## src/rtl/plru_pkg.sv

```systemverilog
// Shared types and tree-path helpers for the pseudo-LRU replacement controller.
// Heap order: node 0 is the root, the children of node i are 2i+1 and 2i+2.
package plru_pkg;

    localparam int MAX_NODES = 15;

    typedef enum logic {
        ST_INIT = 1'b0,
        ST_IDLE = 1'b1
    } plru_state_e;

    function automatic int tree_width(input int ways);
        return ways - 1;
    endfunction

    // Heap index of the node that sits at depth 'level' on the path to 'way'.
    function automatic int path_node(input int way, input int levels, input int level);
        int node;
        node = 0;
        for (int l = 0; l < level; l++) begin
            node = 2 * node + 1 + ((way >> (levels - 1 - l)) & 1);
        end
        return node;
    endfunction

    // Convert a leaf heap index back to a way number.
    function automatic int leaf_way(input int node, input int ways);
        return node - (ways - 1);
    endfunction

    function automatic logic [MAX_NODES-1:0] path_mask(input int way, input int levels);
        logic [MAX_NODES-1:0] m;
        m = '0;
        for (int l = 0; l < levels; l++) begin
            m = m | (MAX_NODES'(1) << path_node(way, levels, l));
        end
        return m;
    endfunction

    // Value each path node must take so that it points away from 'way'.
    function automatic logic [MAX_NODES-1:0] path_bits(input int way, input int levels);
        logic [MAX_NODES-1:0] b;
        b = '0;
        for (int l = 0; l < levels; l++) begin
            if (((way >> (levels - 1 - l)) & 1) == 0) begin
                b = b | (MAX_NODES'(1) << path_node(way, levels, l));
            end
        end
        return b;
    endfunction

endpackage

```

## src/rtl/plru_tree_update.sv

```systemverilog
// Combinational tree-bit update: marks 'way_i' as most recently used by
// pointing every node on its path away from it; off-path nodes pass through.
module plru_tree_update
    import plru_pkg::*;
#(
    parameter int WAYS = 8
) (
    input  logic [WAYS-2:0]         tree_i,
    input  logic [$clog2(WAYS)-1:0] way_i,
    output logic [WAYS-2:0]         tree_o
);

    localparam int LEVELS = $clog2(WAYS);
    localparam int TW     = tree_width(WAYS);

    logic [TW-1:0] mask;
    logic [TW-1:0] bits;

    always_comb begin
        mask   = TW'(path_mask(int'(way_i), LEVELS));
        bits   = TW'(path_bits(int'(way_i), LEVELS));
        tree_o = (tree_i & ~mask) | (bits & mask);
    end

endmodule

```

## src/rtl/plru_tree.sv

```systemverilog
// Tree pseudo-LRU controller: per-set tree storage, read/fill updates with
// same-set merge, victim selection with invalid priority and lock steering.
module plru_tree
    import plru_pkg::*;
#(
    parameter int SETS = 256,
    parameter int WAYS = 8
) (
    input  logic                    clk,
    input  logic                    rst,
    input  logic                    UpdateEn,
    input  logic [$clog2(SETS)-1:0] ReadSet,
    input  logic [$clog2(WAYS)-1:0] ReadWay,
    input  logic                    ReadAccess,
    input  logic [$clog2(SETS)-1:0] WriteSet,
    input  logic [$clog2(WAYS)-1:0] WriteWay,
    input  logic                    WriteAccess,
    input  logic [WAYS-1:0]         ValidMask,
    input  logic [WAYS-1:0]         LockMask,
    input  logic                    FlushReq,
    output logic [$clog2(WAYS)-1:0] LRU_Way,
    output logic                    LRU_Valid,
    output logic                    InitBusy
);

    localparam int SW     = $clog2(SETS);
    localparam int LW     = $clog2(WAYS);
    localparam int TW     = tree_width(WAYS);
    localparam int NW     = $clog2(2 * WAYS);
    localparam int LEVELS = $clog2(WAYS);

    plru_state_e   state_q, state_d;
    logic [SW-1:0] cnt_q, cnt_d;
    logic          init_busy;

    logic [TW-1:0] tree_mem [SETS];

    always_ff @(posedge clk or negedge rst) begin
        if (!rst) begin
            state_q <= ST_INIT;
            cnt_q   <= '0;
        end else begin
            state_q <= state_d;
            cnt_q   <= cnt_d;
        end
    end

    always_comb begin
        state_d = state_q;
        cnt_d   = cnt_q;
        case (state_q)
            ST_INIT: begin
                if (cnt_q == SW'(SETS - 1)) begin
                    state_d = ST_IDLE;
                    cnt_d   = '0;
                end else begin
                    cnt_d = cnt_q + 1'b1;
                end
            end
            ST_IDLE: begin
                if (FlushReq) begin
                    state_d = ST_INIT;
                    cnt_d   = '0;
                end
            end
        endcase
    end

    always_comb begin
        init_busy = (state_q == ST_INIT);
        InitBusy  = init_busy;
    end

    logic          rd_upd, wr_upd, same_set;
    logic [TW-1:0] rd_old, wr_old, rd_new, wr_base, wr_new;
    logic          p0_en;
    logic [SW-1:0] p0_set;
    logic [TW-1:0] p0_data;

    assign rd_old   = tree_mem[ReadSet];
    assign wr_old   = tree_mem[WriteSet];
    assign rd_upd   = !init_busy && UpdateEn && ReadAccess;
    assign wr_upd   = !init_busy && UpdateEn && WriteAccess;
    assign same_set = (ReadSet == WriteSet);
    // Same-set hit and fill: the fill update is layered on the read result.
    assign wr_base  = (rd_upd && same_set) ? rd_new : wr_old;

    plru_tree_update #(.WAYS(WAYS)) u_rd_upd (
        .tree_i (rd_old),
        .way_i  (ReadWay),
        .tree_o (rd_new)
    );

    plru_tree_update #(.WAYS(WAYS)) u_wr_upd (
        .tree_i (wr_base),
        .way_i  (WriteWay),
        .tree_o (wr_new)
    );

    always_comb begin
        p0_set  = ReadSet;
        p0_data = rd_new;
        p0_en   = rd_upd && !(wr_upd && same_set);
        if (init_busy) begin
            p0_en   = 1'b1;
            p0_set  = cnt_q;
            p0_data = '0;
        end
    end

    always_ff @(posedge clk) begin
        if (p0_en) tree_mem[p0_set] <= p0_data;
        if (wr_upd) tree_mem[WriteSet] <= wr_new;
    end

    // lk[n] is set when every way under heap node n is locked; leaves follow.
    logic [2*WAYS-2:0] lk;
    logic [2*WAYS-2:0] tree_ext;

    assign tree_ext = {{WAYS{1'b0}}, wr_old};

    for (genvar i = 0; i < WAYS; i++) begin : g_leaf_lk
        assign lk[WAYS-1+i] = LockMask[i];
    end

    for (genvar n = 0; n < WAYS - 1; n++) begin : g_node_lk
        localparam int LVL  = $clog2(n + 2) - 1;
        localparam int POS  = n - (2 ** LVL - 1);
        localparam int SPAN = WAYS >> LVL;
        assign lk[n] = &LockMask[POS*SPAN +: SPAN];
    end

    for (genvar l = 0; l < LEVELS; l++) begin : g_walk
        logic [NW-1:0] node, left, right, nxt;
        logic          go_up;
        if (l == 0) begin : g_root
            assign node = '0;
        end else begin : g_child
            assign node = g_walk[l-1].nxt;
        end
        assign left  = {node[NW-2:0], 1'b1};
        assign right = left + 1'b1;
        assign go_up = lk[left] || (!lk[right] && tree_ext[node]);
        assign nxt   = go_up ? right : left;
    end

    logic [LW-1:0] tree_way, inv_way;
    logic          inv_found;

    assign tree_way = LW'(leaf_way(int'(g_walk[LEVELS-1].nxt), WAYS));

    always_comb begin
        inv_found = 1'b0;
        inv_way   = '0;
        for (int i = WAYS - 1; i >= 0; i--) begin
            if (!ValidMask[i] && !LockMask[i]) begin
                inv_found = 1'b1;
                inv_way   = LW'(i);
            end
        end
    end

    always_comb begin
        LRU_Valid = 1'b0;
        LRU_Way   = '0;
        if (!init_busy && !lk[0]) begin
            LRU_Valid = 1'b1;
            LRU_Way   = inv_found ? inv_way : tree_way;
        end
    end

endmodule

```

## config.mk

```make
export PLATFORM = sky130hd
export DESIGN_NAME = plru_tree
export DESIGN_NICKNAME = d
export VERILOG_FILES = /design/src/rtl/plru_pkg.sv /design/src/rtl/plru_tree_update.sv /design/src/rtl/plru_tree.sv
export SDC_FILE = /design/constraint.sdc
export NUM_CORES = 2
export LEC_CHECK = 0
export BUFFER_PORTS_ARGS = -buffer_cell sky130_fd_sc_hd__buf_2
export CAP_MARGIN = 30
export CELL_PAD_IN_SITES_DETAIL_PLACEMENT = 1
export CELL_PAD_IN_SITES_GLOBAL_PLACEMENT = 1
export CORE_ASPECT_RATIO = 0.75
export CORE_UTILIZATION = 50
export DETAILED_ROUTE_END_ITERATION = 7
export MAX_ROUTING_LAYER = met4
export PLACE_DENSITY_LB_ADDON = 0.1
export SLEW_MARGIN = 20
export SYNTH_ARGS = -nofsm -noshare
export SYNTH_HDL_FRONTEND = slang
export SYNTH_HIERARCHICAL = 1
export SYNTH_SLANG_ARGS = --single-unit
```

## constraint.sdc

```tcl
create_clock -name clk -period 4.8 [get_ports clk]
set_input_delay 0 -clock clk [delete_from_list [all_inputs] [get_ports clk]]
set_output_delay 0 -clock clk [all_outputs]
set_load 0.01 [all_outputs]
```

==> summary.txt <==
Run status
  – Status: finished, violations left
  – Failing checks: setup timing

Floorplan
  – Die H: 398 microns
  – Row Count: 144
  – Die area: 211000 sq um
  – Die width: 530 microns
  – Placeable Area: 206000 sq um
  – Io pins: 49
  – Initial Util: 0.506

Placed design
  – Setup WS pre-CTS: -1.02 ns
  – Port-buffer cells: 48
  – Placed cell count: 11600
  – Post-DP HPWL: 356 mm
  – Global placement routability congestion: 1.04

Timing
  – Final Hold Violating Endpoints: 0
  – Worst Tran Pin Value: 1.26 ns
  – Max_slew headroom: 0.163
  – Fmax: 0.187 GHz
  – Slew Viols, Final: 0
  – Final setup fails: 187
  – Final worst clock skew: 0.0692 ns
  – Unrepaired setup endpoints after global routing: yes
  – Tcrit/Tclk final: 1.12
  – Crit path setup slack, layout: -0.560 ns
  – Setup TNS: -12.70 ns
  – Final min period: 5.36 ns

Global routing
  – Gr usage total: 0.489
  – Largest net degree at the start of global routing: 127
  – First-pass GRT wire length: 689 mm
  – Number of global-route vias before repair: 84300
  – Antenna violations before repair: 60
  – Grt total ovfl: 0

Yosys
  – Mapped Cells: 9036
  – Syn avg cell area: 11.5 sq um
  – Net Count, Synth: 9082
  – Mapped Area: 104000 sq um
  – Ys Warns: 6

Clock tree
  – Root Driver: clkbuf_16
  – TritonCTS clock tree: yes
  – Clock slew at reported path FFs: 0.06 ns
  – Clock latency on the worst-skew pair: 0.92 ns
  – Num CTS Buffers: 196
  – Clk sink count: 1801
  – Max Root-Sink Buffers: 4
  – H-Tree Depth: 4

Power and ir drop
  – Clk pwr share: 0.381
  – Pwr Total: 40.4 mW
  – Switch Pwr: 12.1 mW
  – Net Sw Frac: 0.300
  – Pleak: 39.0 nW
  – VDD IR max: 0.286 mV
  – Power Density: 340 nW/um^2
  – Sequential Power Share: 0.437
  – Int Power: 28.3 mW
  – Combinational Power Share: 0.182

Detailed routing
  – Drt first pass iters: 6
  – Routed WL: 505 mm
  – Post-DRT Antenna Nets: 0
  – Drt initial violations: 16800
  – Vias: 89600
  – Drt via density: 7.41
  – DRC: 0
  – Average wire per standard cell: 41.8 microns

Setup path
  – Cell family with most CP delay: compound AO/OA/AOI/OAI gates
  – CP Max Fanout: 4
  – Buf/Inv on CP: 5
  – CP Data Required Time: 4.80 ns
  – Slowest-stage cell, CP: mux4_2
  – CP cell instances: mux4_2, nand2_1, nand3b_1, o211a_1, a2bb2oi_4, o211ai_1, buf_4, and2_4, a222oi_1, buf_4, a211oi_4, ha_4, buf_4, inv_4, nor2_1, o21bai_1, and4_1, o21bai_1, a41oi_2, buf_2
  – Worst setup EP type: primary output
  – WS Path Type: reg -> out
  – Top cell by count, worst path: buf_4
  – Slowest stage delay, CP: 0.51 ns
  – Crit path DAT: 5.36 ns
  – Startpoint Class: flip-flop

Finish
  – Fin cells: 12100
  – Final Util: 0.577
  – Synthesis-to-finish area growth: 14.1%
  – Share of layout cells above drive strength 1: 0.237
  – Nets: 9150

Run
  – Total of max-cap violations: 0

Hold path
  – Worst hold path type: in -> reg
-- worst register-to-register path: cells and delay by family (launching register included) --
| kind | cells | cell delay [ns] |
|---|---|---|
| compound gates | 7 | 1.94 |
| buf+inv | 4 | 1.07 |
| simple gates | 4 | 1.18 |
| flops | 1 | 0.48 |
| mux | 1 | 0.14 |
-- registers in the layout (all words and copies together), names as in the netlist --
signal / cells
tree_mem: 1792
cnt_q: 8
state_q: 1
-- final cells by class --
type | count | area (sq um)
repair buffers | 988 | 9200
clock inverters | 103 | 980
diodes | 62 | 155
clock buffers | 238 | 5160
well taps | 2774 | 3470
fillers | 20800 | 87200
inverters | 33 | 145
multi-input cells | 6084 | 46000
flip-flops and latches | 1801 | 54000
-- power groups by stage --
stage	sequential, mW	combinational (mW)	clock [mW]
after floorplan	17.9	3.16	0
after CTS	17.7	6.89	15.3
after global routing	17.7	7.22	15.8
after detailed placement	18.0	6.79	0
after global placement	18.0	6.73	0
final	17.7	7.36	15.4
-- final timing paths --
kind	from	end	slack, ns	cells past startpoint
worst max-delay path	tree_mem[63][0]	LRU_Way[0]	-0.56	20
worst min-delay path	WriteWay[2]	tree_mem[153][1]	0.09	5
worst max register to register	tree_mem[37][3]	tree_mem[252][3]	-0.21	16
worst min register to register	cnt_q[3]	cnt_q[3]	0.60	1
max in group asynchronous	rst	state_q	4.10	3
min in group asynchronous	rst	cnt_q[7]	0.35	3
-- per-stage QoR --
step / hold WS [ns] / area [sq um]
6_report: 0.0869 / 119000
5_1_grt: 0.113 / 119000
4_1_cts: 0.0499 / 118000
3_5_place_dp: -0.125 / 112000
3_3_place_gp: -0.128 / 112000
2_1_floorplan: -0.296 / 104000
-- layer usage --
metal / share of wire / up-vias / GRT usage
met5: 0 / - / -
met4: 0.055 / 0 / 0.223
met3: 0.17 / 1366 / 0.190
met2: 0.40 / 7774 / 0.641
met1: 0.37 / 45900 / 0.665
li1: - / 34500 / -
-- cells in the final DEF (no fill, tap or decap), drive strengths merged, types with 9 or more instances in the layout --
master,count
nand2,1976
o21ai,1830
edfxtp,1792
buf,968
mux4,839
nor2,303
o22ai,291
mux2i,275
clkbuf,254
a22oi,127
nand3,89
clkinv,81
diode,62
nand4,34
nor3,32
a21oi,32
inv,32
bufinv,18
o32ai,18
a221oi,17
a31oi,16
o211ai,15
a22o,13
nor2b,12
a211oi,11
nor4,10
xnor2,9
and3,9
dfrtp,9
nand2b,9
-- what timing repair did --
action | in CTS | in global routing
resized for setup | 48 | 19
hold buffers | 4 | 0
buffers inserted | 7 | 4
pin swaps | 15 | 20
endpoints found under the hold margin | 20 | 0
endpoints found under the setup margin | 18 | 1
Power figures use the tool's default switching activity.
